File: config.mk
export PLATFORM = sky130hd
export DESIGN_NAME = transducer_fire_sequencer
export DESIGN_NICKNAME = d
export VERILOG_FILES = /design/src/rtl/transducer_fire_sequencer.sv
export SDC_FILE = /design/constraint.sdc
export NUM_CORES = 1
export LEC_CHECK = 0
export ABC_CLOCK_PERIOD_IN_PS = 5500
export CORE_MARGIN = 3
export CORE_UTILIZATION = 56
export CTS_CLUSTER_DIAMETER = 30
export DETAILED_ROUTE_END_ITERATION = 16
export PLACE_DENSITY = 0.81
export SLEW_MARGIN = 25
export SYNTH_ARGS = -nofsm -noshare
export SYNTH_HDL_FRONTEND = slang
export SYNTH_SLANG_ARGS = --single-unit
export TNS_END_PERCENT = 50
File: constraint.sdc
create_clock -name clk -period 5.5 [get_ports clk]
set_input_delay 0.55 -clock clk [delete_from_list [all_inputs] [get_ports clk]]
set_output_delay 0.55 -clock clk [all_outputs]
set_load 0.1 [all_outputs]
File: src/rtl/transducer_fire_sequencer.sv
// Burst sequencer for the shared arm/release/clear strobes. trig -> onYourMark 1 cycle; all outputs registered.
// No backpressure: FIRE holds until every masked channel completes; FIRESEQ_WATCHDOG_EN adds a FIRE timeout.
module transducer_fire_sequencer #(
  parameter int          NUM_CH       = 8,
  parameter int          ARM_CYCLES   = 2,
  parameter logic [31:0] FIRE_TIMEOUT = 32'd1000000
) (
  input  logic              clk,
  input  logic              rst,
  input  logic              trig,
  input  logic              abort,
  input  logic [15:0]       numFires,
  input  logic [31:0]       firePeriod,
  input  logic [NUM_CH-1:0] chanMask,
  input  logic [NUM_CH-1:0] fireComplete_in,
  output logic              onYourMark,
  output logic              gogogo,
  output logic              chanRst,
  output logic              busy,
  output logic              done,
  output logic              aborted,
  output logic [15:0]       fireCount,
  output logic              overrun,
  output logic              timeoutErr
);

  localparam logic [2:0] IDLE  = 3'd0;
  localparam logic [2:0] ARM   = 3'd1;
  localparam logic [2:0] FIRE  = 3'd2;
  localparam logic [2:0] CLEAR = 3'd3;
  localparam logic [2:0] WAIT  = 3'd4;
  localparam logic [2:0] DONE  = 3'd5;
  localparam logic [2:0] ABORT = 3'd6;

  localparam logic [15:0] ArmLast = 16'(ARM_CYCLES - 1);

  logic [2:0]  state;
  logic [2:0]  nextState;
  logic [15:0] numFiresLat;
  logic [31:0] periodLat;
  logic [31:0] periodCnt;
  logic [31:0] periodLoad;
  logic [15:0] armCnt;
  logic        allDone;
  logic        wdTrip;
  logic        startReq;

  assign allDone  = &(fireComplete_in | ~chanMask);
  assign startReq = trig && (numFires != 16'd0);

  // A period of 0 behaves like 1: back-to-back events.
  always_comb begin
    periodLoad = (state == IDLE) ? firePeriod : periodLat;
    if (periodLoad != 32'd0) begin
      periodLoad = periodLoad - 32'd1;
    end
  end

`ifdef FIRESEQ_WATCHDOG_EN
  logic [31:0] wdCnt;

  assign wdTrip = (wdCnt >= (FIRE_TIMEOUT - 32'd1));

  always_ff @(posedge clk) begin
    if (!rst || (state != FIRE)) begin
      wdCnt <= 32'd0;
    end else if (wdCnt != 32'hFFFF_FFFF) begin
      wdCnt <= wdCnt + 32'd1;
    end
  end
`else
  assign wdTrip = 1'b0;
`endif

  // abort outranks completion and period expiry in every active state.
  always_comb begin
    nextState = state;
    case (state)
      IDLE: begin
        if (startReq) nextState = ARM;
      end
      ARM: begin
        if (abort) nextState = ABORT;
        else if (armCnt == ArmLast) nextState = FIRE;
      end
      FIRE: begin
        if (abort) nextState = ABORT;
        else if (allDone) nextState = CLEAR;
        else if (wdTrip) nextState = ABORT;
      end
      CLEAR: begin
        if (abort) nextState = ABORT;
        else if (fireCount == numFiresLat) nextState = DONE;
        else nextState = WAIT;
      end
      WAIT: begin
        if (abort) nextState = ABORT;
        else if (periodCnt == 32'd0) nextState = ARM;
      end
      DONE:    nextState = IDLE;
      ABORT:   nextState = IDLE;
      default: nextState = IDLE;
    endcase
  end

  always_ff @(posedge clk) begin
    if (!rst) begin
      state       <= IDLE;
      numFiresLat <= 16'd0;
      periodLat   <= 32'd0;
      periodCnt   <= 32'd0;
      armCnt      <= 16'd0;
      onYourMark  <= 1'b0;
      gogogo      <= 1'b0;
      chanRst     <= 1'b1;
      busy        <= 1'b0;
      done        <= 1'b0;
      aborted     <= 1'b0;
      fireCount   <= 16'd0;
      overrun     <= 1'b0;
      timeoutErr  <= 1'b0;
    end else begin
      state      <= nextState;
      onYourMark <= (nextState == ARM) || (nextState == FIRE);
      gogogo     <= (nextState == FIRE);
      chanRst    <= (nextState == CLEAR) || (nextState == ABORT);
      busy       <= (nextState != IDLE);
      done       <= (nextState == DONE);
      aborted    <= (nextState == ABORT);

      if ((state == IDLE) && (nextState == ARM)) begin
        numFiresLat <= numFires;
        periodLat   <= firePeriod;
        fireCount   <= 16'd0;
        overrun     <= 1'b0;
        timeoutErr  <= 1'b0;
      end

      if ((nextState == ARM) && (state != ARM)) begin
        periodCnt <= periodLoad;
      end else if ((state != IDLE) && (periodCnt != 32'd0)) begin
        periodCnt <= periodCnt - 32'd1;
      end

      if (state == ARM) begin
        armCnt <= armCnt + 16'd1;
      end else begin
        armCnt <= 16'd0;
      end

      if ((state == FIRE) && (nextState == CLEAR)) begin
        fireCount <= fireCount + 16'd1;
      end

      // Period already spent when the event clears: the next ARM is late.
      if ((state == CLEAR) && (nextState == WAIT) && (periodCnt == 32'd0)) begin
        overrun <= 1'b1;
      end

      if ((state == FIRE) && !abort && !allDone && wdTrip) begin
        timeoutErr <= 1'b1;
      end
    end
  end

endmodule

Word-level counts from Yosys, hierarchy flattened
Cells that the tools add are included.
Storage, ports and cells
  register bits after elaboration: 122
  word-level logic and storage cells: 71
Cells by class
  bitwise gates (word level): 2
  add/sub/neg operators: 4
  reduce and logical (&&, ||, !) cells: 21
  mux-type cells: 18
  eq/ne operators: 13
Operators by type and width (number)
  $mux 32: 4
  $reduce_bool 32->1: 2
  $sub 32x1->32 const B: 2
  $add 16x1->16 const B: 2
  $logic_not 32->1: 1
  $mux 16: 2
  $mux 3: 7
  $eq 16x1->1 const B: 1
  $eq 16x16->1: 1
  $reduce_bool 16->1: 1
  $pmux 3 s5: 1
  $eq 3x2->1 const B: 4
  $eq 3x3->1 const B: 4
  $not 8->8: 1
  $or 8x8->8: 1
  $reduce_and 8->1: 1
  $logic_and 1x1->1: 7
  $eq 3x1->1 const B: 2
  $reduce_bool 2->1: 3
  $reduce_bool 3->1: 2
  $logic_not 3->1: 1
  $mux 1: 3
  $ne 3x1->1 const B: 1
  $logic_or 1x1->1: 2
  other kinds (2): 2

Longest topological paths before layout
  depth after elaboration: 10
  depth in mapped cells: 14

Least setup slack after synthesis
No wires, ideal clock.
  path kind: reg-to-reg
  start point: register state[1]
  end point: register periodCnt[21]
  arrival: 3744 ps
  clock period less this slack: 3830 ps
  path buffers: 4
  data required time: 5414 ps
  path slack: 1670 ps
  stages on the path, launching flop included: 14
  cells stage by stage: dfxtp_1 > buf_2 > nor3_2 > clkbuf_1 > buf_1 > mux2i_1 > ha_1 > nor2b_1 > nand4_1 > a211oi_2 > a31oi_1 > clkbuf_1 > a32o_1 > a221oi_2
On the way
  cells in the longest elaborated chain, start to end: 6
RTL lines
  start: declaration: RTL line 37  | logic [2:0] state;
  start signal: assignment: RTL line 123  | state <= nextState;
  parallel branches: the longest is 6 deep, another holds $sub 32x1->32
  end signal: assignment: RTL line 140  | periodCnt <= periodLoad;
  end signal: assignment: RTL line 142  | periodCnt <= periodCnt - 32'd1;
  end: declaration: RTL line 41  | logic [31:0] periodCnt;
Parallel ways; which one is timed is not known.
A chain may end at the register's enable or synchronous reset.

Worst setup path after layout
  start point: register periodCnt[0]
  end point: register periodCnt[3]
On the way
  cells in the longest elaborated chain, start to end: 7
RTL lines
  $logic_not 32->1: RTL line 98  | else if (periodCnt == 32'd0) nextState = ARM;
  $mux 3: RTL line 98
  $mux 3: RTL line 97  | if (abort) nextState = ABORT;
  $pmux 3 s5: RTL line 78  | case (state)
  $eq 3x1->1: RTL line 139  | if ((nextState == ARM) && (state != ARM)) begin
  $logic_and 1x1->1: RTL line 139
  $mux 32 / $reduce_bool 2->1 (equally long branches)
Several ways; a longest one is shown, not always the timed one. The select of a mux whose other input is x is not followed.

==> results.py <==
metrics = {
    "global_routing": {
        "grt_pass1_wl_mm": 32.2,
        "globalRouteTotalUtil_pct": 28.1,
        "grt_overflow": 0,
        "grt_max_degree": 79,
        "antenna_found_initial": 0,
        "grt_pass1_vias": 6443,
    },
    "clock_network": {
        "postCtsSetupBuffers": 0,
        "cts.clk_slew.worst_paths_ns": 0.06,
        "cts_tree": "done",
        "cts.htree.levels": 4,
        "cts_made_buffers": 17,
        "cts_root_buf": "clkbuf_16",
        "cts.sinks": 122,
        "clk_latency_ns": 0.42,
        "cts_resized": 0,
        "hold_buffers": 0,
        "cts.path.max_buffers": 2,
    },
    "job": {
        "maxCapViolations": 0,
    },
    "critical_path": {
        "r2r-start": "periodCnt[0]",
        "worstPathMaxFanout": 24,
        "end_kind": "register",
        "ff2ff_setup_slack_ns": 1.85,
        "r2r_end": "periodCnt[3]",
        "crit_arrival_ns": 3.98,
        "cp.required_ns": 5.83,
        "crit_type": "reg -> reg",
        "reg2reg_depth": 9,
        "cp-start-kind": "register",
    },
    "pwr": {
        "power_mw": 3.29,
        "power_density_mw_per_mm2": 379,
        "max-vdd-ir-drop_mv": 0.265,
        "leakage_nw": 3.15,
    },
    "timing": {
        "setup_viol": 0,
        "drv_slew": 0,
        "layout_min_cycle_time_ns": 3.65,
        "post-route-period-util_pct": 66.4,
        "finalClockSkew_ns": 0.00783,
        "tightest_slew_ns": 1.00,
        "slew_headroom_pct": 32.8,
        "fin_setup_tns_ns": 0,
        "rsz0062_at_grt": "no",
        "maxClockFrequency_mhz": 274,
        "hold_violations": 0,
    },
    "logic_synthesis": {
        "syn_avg_cell_area_um2": 7.56,
        "synth_warnings": 0,
        "ys_seq_elements": 122,
        "yosysSeqAreaShare_pct": 34.6,
        "ys_top_cells_by_area": "dfxtp_1, nand2_1, xnor2_1",
        "syn_nets": 1007,
        "synthesis.area_mm2": 0.00705,
        "yosysTopAreaCell": "dfxtp_1",
        "syn_inst": 933,
        "synth.distinct_cells": 68,
        "async_flop_share_pct": 0,
        "synthDominantCellAreaShare_pct": 34.6,
        "synth-edff-count": 0,
        "synth-main-ff-cell": "dfxtp_1",
    },
    "worst_hold_path": {
        "worstHoldStart": "numFiresLat[1]",
        "hold_class": "reg -> reg",
        "min_to": "numFiresLat[1]",
        "holdPathStages": 2,
    },
    "route": {
        "final_antenna_net_count": 0,
        "vias": 7126,
        "wirelength_mm": 19.8,
        "drtIter0Drc": 693,
        "wl_per_cell_um": 16.7,
        "drc": 0,
        "via_per_inst": 6.01,
        "drt-pass1-iter-count": 5,
    },
    "status": {
        "status": "completed",
    },
    "floorplan": {
        "fp.dieW_um": 118,
        "die_y_um": 118,
        "ios": 92,
        "die-area_mm2": 0.0140,
        "core_area_mm2": 0.0122,
        "start_util_pct": 58.0,
        "std_cell_rows": 40,
    },
    "placement": {
        "place_inst": 1154,
        "gp_congestion": 0.937,
        "io_buffers": 90,
        "dp_hpwl_mm": 13.8,
    },
    "cells_and_area": {
        "n_antenna_cell": 0,
        "nFillCells": 1005,
        "drive_gt1_share_pct": 5.99,
        "finalNetCount": 1079,
        "synthToLayoutAreaGrowth_pct": 23.0,
        "layout.cells.non_filler": 1186,
    },
}
-- cell families (layout without fill, tap and decap cells) --
family / count (synthesis) / in the layout / share of synthesized area (%)
flip-flops: 122 / 122 / 34.6
XOR/XNOR: 80 / 80 / 9.93
AND/OR/NAND/NOR: 446 / 446 / 30.4
buffers and inverters: 62 / 147 / 3.41
adder cells (fa/ha/maj): 6 / 6 / 1.06
other: 1 / 1 / 0.0532
AO/OA/AOI/OAI: 189 / 189 / 16.7
multiplexers: 27 / 27 / 3.85
-- cells in the final DEF (no fill, tap or decap), types with 14 or more instances in the layout --
cell,n
xor2_1,35
a21oi_1,77
nor4_1,28
a211oi_1,15
o21ai_0,32
nand4_1,17
xnor2_1,45
nor3_1,35
clkdlybuf4s50_1,90
dfxtp_1,122
nand2_1,168
nand3_1,31
clkbuf_16,17
nor2_1,89
and3_1,14
mux2i_1,26
-- where the power goes --
group	switching [mW]	internal, mW
combinational	0.640	0.412
sequential	0.116	0.990
clock	0.425	0.706
-- per-layer routing --
metal / share of wire (%) / vias up / GRT usage (%)
met1: 44 / 3312 / 36.9
met4: 2.5 / 0 / 11.1
li1: - / 3476 / -
met5: 0 / - / 0
met3: 7.9 / 37 / 7.08
met2: 46 / 301 / 44.3
-- cell type report --
| type | instances | area (µm²) | area share (%) |
|---|---|---|---|
| repair buffers | 101 | 983 | 11.3 |
| inverters | 14 | 52.6 | 0.605 |
| clock buffers | 20 | 467 | 5.38 |
| multi-input cells | 749 | 4390 | 50.5 |
| well taps | 168 | 210 | 2.42 |
| flip-flops and latches | 122 | 2440 | 28.1 |
| clock inverters | 12 | 139 | 1.60 |
-- synth_stat cells, types with 17 or more instances --
| master | instances |
|---|---|
| nor3_1 | 35 |
| o21ai_0 | 32 |
| nand2_1 | 168 |
| xnor2_1 | 45 |
| xor2_1 | 35 |
| nor4_1 | 28 |
| nor2_1 | 89 |
| nand4_1 | 17 |
| a21oi_1 | 77 |
| nand3_1 | 32 |
| dfxtp_1 | 122 |
| mux2i_1 | 26 |
| clkbuf_1 | 35 |
-- how the worst max path moves through the flow --
stage	from	end	depth (start not counted)
5_1_grt	periodCnt[0]	periodCnt[3]	9
6_report	periodCnt[0]	periodCnt[3]	9
3_3_place_gp	firePeriod[0]	periodCnt[23]	11
3_5_place_dp	firePeriod[11]	periodCnt[21]	8
2_1_floorplan	state[1]	periodCnt[21]	13
4_1_cts	state[1]	periodCnt[21]	8
-- state kept, by name, summed over array words and instances, names as in the netlist --
register     flops
periodCnt       32
chanRst          1
busy             1
overrun          1
periodLat       32
gogogo           1
fireCount       16
done             1
onYourMark       1
aborted          1
armCnt          16
numFiresLat     16
state            3
-- critical path, stage by stage, from the launching register on --
cell and delay [ns]:
dfxtp_1 0.32, inv_1 0.10, ha_1 0.21, or4b_2 0.59, nor4_1 0.65, nand4_1 0.36
nand2_1 0.31, buf_4 0.32, nand2_1 0.35, o32ai_1 0.35
-- metrics by stage --
stage	instance area, µm²	util [%]	worst slack, ns	hold WS, ns
4_1_cts	8680	71.4	1.93	0.466
3_5_place_dp	8070	66.4	1.82	0.459
6_report	8680	71.4	1.85	0.468
2_1_floorplan	7050	-	1.67	0.441
5_1_grt	8680	71.4	1.63	0.484
3_3_place_gp	8070	66.4	1.89	0.455
Power figures use the tool's default switching activity.
==> patch 1: new RTL, config.mk and constraints unchanged <==
Change the parameter `NUM_CH` from 8 to 12.
--- a/src/rtl/transducer_fire_sequencer.sv
+++ b/src/rtl/transducer_fire_sequencer.sv
@@ -1,7 +1,7 @@
 // Burst sequencer for the shared arm/release/clear strobes. trig -> onYourMark 1 cycle; all outputs registered.
 // No backpressure: FIRE holds until every masked channel completes; FIRESEQ_WATCHDOG_EN adds a FIRE timeout.
 module transducer_fire_sequencer #(
-  parameter int          NUM_CH       = 8,
+  parameter int          NUM_CH       = 12,
   parameter int          ARM_CYCLES   = 2,
   parameter logic [31:0] FIRE_TIMEOUT = 32'd1000000
 ) (
Interface: changed (resized chanMask and fireComplete_in); port bits go from 92 to 100. The function was not compared with the original's and may differ.
==> patch 1 against the original RTL <==
  * Design area up 3.3%
  * Total power up 1.9%
  * Non-clock buffer count up 6
  * Wire length up 3.7%
  * Synthesized area up 3.6%
  * Worst setup slack better by 150 ps
  * Maximum frequency up 4.3%
  * Global-route usage up 0.052 points
  * Sequential cell count unchanged
  * Largest cell class unchanged
==> patch 1: results (changes against the original RTL) <==
run status=finished clean; nets@finish=1,098 (+1.8%); Crit-path slowest cell=buf_4; share of cells above drive strength 1=6.997% (+1.0 points); Synth Net Count=1,026 (+1.9%); Min Hold Slack=466.4 ps (-1.239 ps); sequential fraction of the synthesis area=33.41% (-1.2 points); LEAKAGE=3.283 nW (+4.1%); dpl hpwl=14,080 µm (+1.9%); largest net degree at the start of global routing=78 (-1.3%); hold-critical path endpoint=overrun; met3 wire len=1448 µm (-6.9%); GRT Util Overall=28.16% (+0.052 points); Worst VDD drop=0.0002610 V (-1.5%); switching part of the total=36.17% (+0.25 points); Max-slew headroom=31.72% (-1.1 points); CP peak stage delay=600 ps (-50 ps); synth cell count leaders=nand2_1 (139), dfxtp_1 (122), a21oi_1 (87), nor2_1 (75), xnor2_1 (50); r2r setup slk=2000 ps (+150 ps); PortBufs=98 (+8.9%); M1 WL=9230 µm (+7.0%); met3 usage=5.613% (-1.5 points); Iter 0 DRT Violations=808 (+17%); R2R depth=8 (-1); first-pass GRT wire length=33,530 µm (+4.2%); Crit Path Max Fanout=49 (+100%); vias per inst=6.147 (+2.3%); hold path start=overrun; mux contribution to synthesized area=4.176% (+0.33 points); Layout Skew=7.589 ps (-0.2425 ps); Initial DRT Pass Iterations=5 (unchanged); DR WL met2=9400 µm (+3.5%); M1 GR Usage=38.91% (+2.0 points); antenna violations before repair=0 (unchanged); Inserted Diodes=0 (unchanged); GP Congestion=0.9251 (-1.3%); Root Driver=clkbuf_16; Area contributors post-synth=dfxtp_1 (33%), nand2_1 (7.1%), xnor2_1 (6.0%), a21oi_1 (6.0%), xor2_1 (4.6%); Arr. time, crit path=3810 ps (-170 ps); met2 GRT Util=44.33% (about the same); Post-Synth Adder-Cell Area=1.027% (-0.037 points); reg2reg end=periodCnt[31]; Flop pwr share=32.9% (-0.7 points); unique cell type count in the Yosys netlist=71 (+4.4%); Resize count post-CTS=0 (unchanged); xor/xnor share of the synthesized area=10.54% (+0.61 points); post-DR wirelength/cell=17.07 µm (+2.4%); Longest Clk Path Bufs=2 (unchanged); Synth Area in Compound Gates=16.64% (-0.020 points); reg-to-reg startpoint=state[1]; # fillers=1,037 (+3.2%)
==> patch 1: per-stage QoR <==
step	utilization (%)	power, mW	setup WS [ps]	cells	area [µm²]
5_1_grt	70.78	3.520	1796	1201	8969
3_5_place_dp	65.96	2.179	1811	1169	8358
6_report	70.78	3.354	1999	1201	8969
3_3_place_gp	65.88	2.160	1582	1167	8348
2_1_floorplan	-	1.906	1926	944	7311
4_1_cts	70.78	3.343	2063	1201	8969
==> patch 1: final cells by class <==
cell class	count	area share, %
clock buffers	18	4.897
clock inverters	14	1.911
well taps	172	2.400
multi-input cells	749	51.13
inverters	19	0.7952
repair buffers	107	11.64
flip-flops and latches	122	27.23
==> patch 1: how the worst max path moves through the flow <==
stage,start,to,slack (ps),depth (start not counted)
finish,state[1],periodCnt[31],2000,8
global route,firePeriod[11],periodCnt[28],1800,8
CTS,state[1],periodCnt[31],2060,8
detailed placement,firePeriod[10],periodCnt[28],1810,8
global placement,firePeriod[0],periodCnt[19],1580,8
floorplan,state[1],periodCnt[8],1930,14
==> patch 2: new RTL, config.mk and constraints unchanged <==
Without the edit above. Put one more register stage on the output `overrun`, with the module's reset. The value now appears one clock later. The other outputs are not delayed to match.
--- a/src/rtl/transducer_fire_sequencer.sv
+++ b/src/rtl/transducer_fire_sequencer.sv
@@ -33,6 +33,8 @@
   localparam logic [2:0] ABORT = 3'd6;
 
   localparam logic [15:0] ArmLast = 16'(ARM_CYCLES - 1);
+
+  logic overrun_s0;
 
   logic [2:0]  state;
   logic [2:0]  nextState;
@@ -117,7 +119,7 @@
       done        <= 1'b0;
       aborted     <= 1'b0;
       fireCount   <= 16'd0;
-      overrun     <= 1'b0;
+      overrun_s0  <= 1'b0;
       timeoutErr  <= 1'b0;
     end else begin
       state      <= nextState;
@@ -132,7 +134,7 @@
         numFiresLat <= numFires;
         periodLat   <= firePeriod;
         fireCount   <= 16'd0;
-        overrun     <= 1'b0;
+        overrun_s0  <= 1'b0;
         timeoutErr  <= 1'b0;
       end
 
@@ -154,7 +156,7 @@
 
       // Period already spent when the event clears: the next ARM is late.
       if ((state == CLEAR) && (nextState == WAIT) && (periodCnt == 32'd0)) begin
-        overrun <= 1'b1;
+        overrun_s0 <= 1'b1;
       end
 
       if ((state == FIRE) && !abort && !allDone && wdTrip) begin
@@ -163,5 +165,13 @@
     end
   end
 
+  always_ff @(posedge clk) begin
+    if (!rst) begin
+      overrun <= '0;
+    end else begin
+      overrun <= overrun_s0;
+    end
+  end
+
 endmodule
 
Formal check against the unedited RTL: not equivalent (a bounded check fails within 10 cycles, from zero or initial values and one cycle with rst low).
==> patch 2 against the original RTL <==
  * Synthesized area up 2.6%
  * Wire length up 5.3%
  * Design area grew 1.3%
  * Worst hold slack got worse by 8.5 ps
  * Worst setup slack got worse by 210 ps
  * Total power increased by 5.1%
  * Critical endpoint is now periodCnt[26]
  * Critical path type unchanged
  * Highest routed layer unchanged
  * Largest power group is now combinational cells
  * Sequential cell count up 1
==> patch 2: results (changes against the original RTL) <==
mux contribution to synthesized area=3.456% (-0.39 points); Synth Net Count=1,002 (-0.50%); Area contributors post-synth=dfxtp_1 (34%), nand2_1 (7.2%), xor2_1 (6.8%), a21oi_1 (5.4%), nor2_1 (4.5%); Layout Skew=5.998 ps (-1.833 ps); Initial DRT Pass Iterations=7 (+2); run status=finished clean; vias in the first global route=6,703 (+4.0%); post-route insts no fill=1,177 (-0.76%); Flop pwr share=33.1% (-0.5 points); sequential fraction of the synthesis area=34.01% (-0.61 points); hold depth=1 (-1); internal power=2.158 mW (+2.4%); # fillers=1,008 (+0.30%); Iter 0 DRT Violations=768 (+11%); Synth Area in Compound Gates=17.54% (+0.88 points); Worst-Margin Slew=987.7 ps (-17.28 ps); Comb pwr share=35.3% (+3.3 points); DRT Wirelength=20,810 µm (+5.3%); via count=7,248 (+1.7%); Yosys top cell area share=34.01% (-0.61 points); dpl hpwl=14,520 µm (+5.1%); share of cells above drive strength 1=6.442% (+0.45 points); LEAKAGE=3.322 nW (+5.4%); reg2reg end=periodCnt[26]; Arr. time, crit path=4160 ps (+180 ps); unique cell type count in the Yosys netlist=73 (+7.4%); Gate Count Post-Synth=928 (-0.54%); first-pass GRT wire length=33,600 µm (+4.4%); Comb. pwr=1.22 mW (+16%); Post-Synth Adder-Cell Area=1.037% (-0.027 points); largest net degree at the start of global routing=51 (-35%); GP Congestion=0.9670 (+3.2%)
-- patch 2: through the flow --
stage	setup WS (ps)	hold WS (ps)	cell area [µm²]	util (%)
floorplan	1657	428.3	7241	-
global route	1479	489.4	8793	71.42
detailed placement	1779	451.4	8215	66.73
finish	1639	459.2	8793	71.42
global placement	1614	446.1	8208	66.67
CTS	1838	464.3	8793	71.42
-- patch 2: metal layers --
layer  track usage (%)  wire length (µm)  vias up
met5                 0                 0        -
met4             8.590               329        0
met3             8.247              1867       44
met2             44.77              9563      319
met1             39.55              9050     3376
li1                  -                 -     3509
-- patch 2: layout make-up --
type                       count  share of cell area (%)
multi-input combinational    744                   51.64
tap                          168                   2.390
sequential                   123                   28.00
clock inverter                12                   1.380
inverter                      13                  0.5549
clock buffer                  20                   5.194
timing repair buffer          97                   10.84
-- patch 2: worst max-delay path, cell delays in order, from the launching register on --
cell     delay (ps)
dfxtp_1         330
inv_1            60
ha_1            330
or3b_1          420
nor3_1          650
and4_1          510
a21o_1          540
nand2_1         420
o32ai_1         470
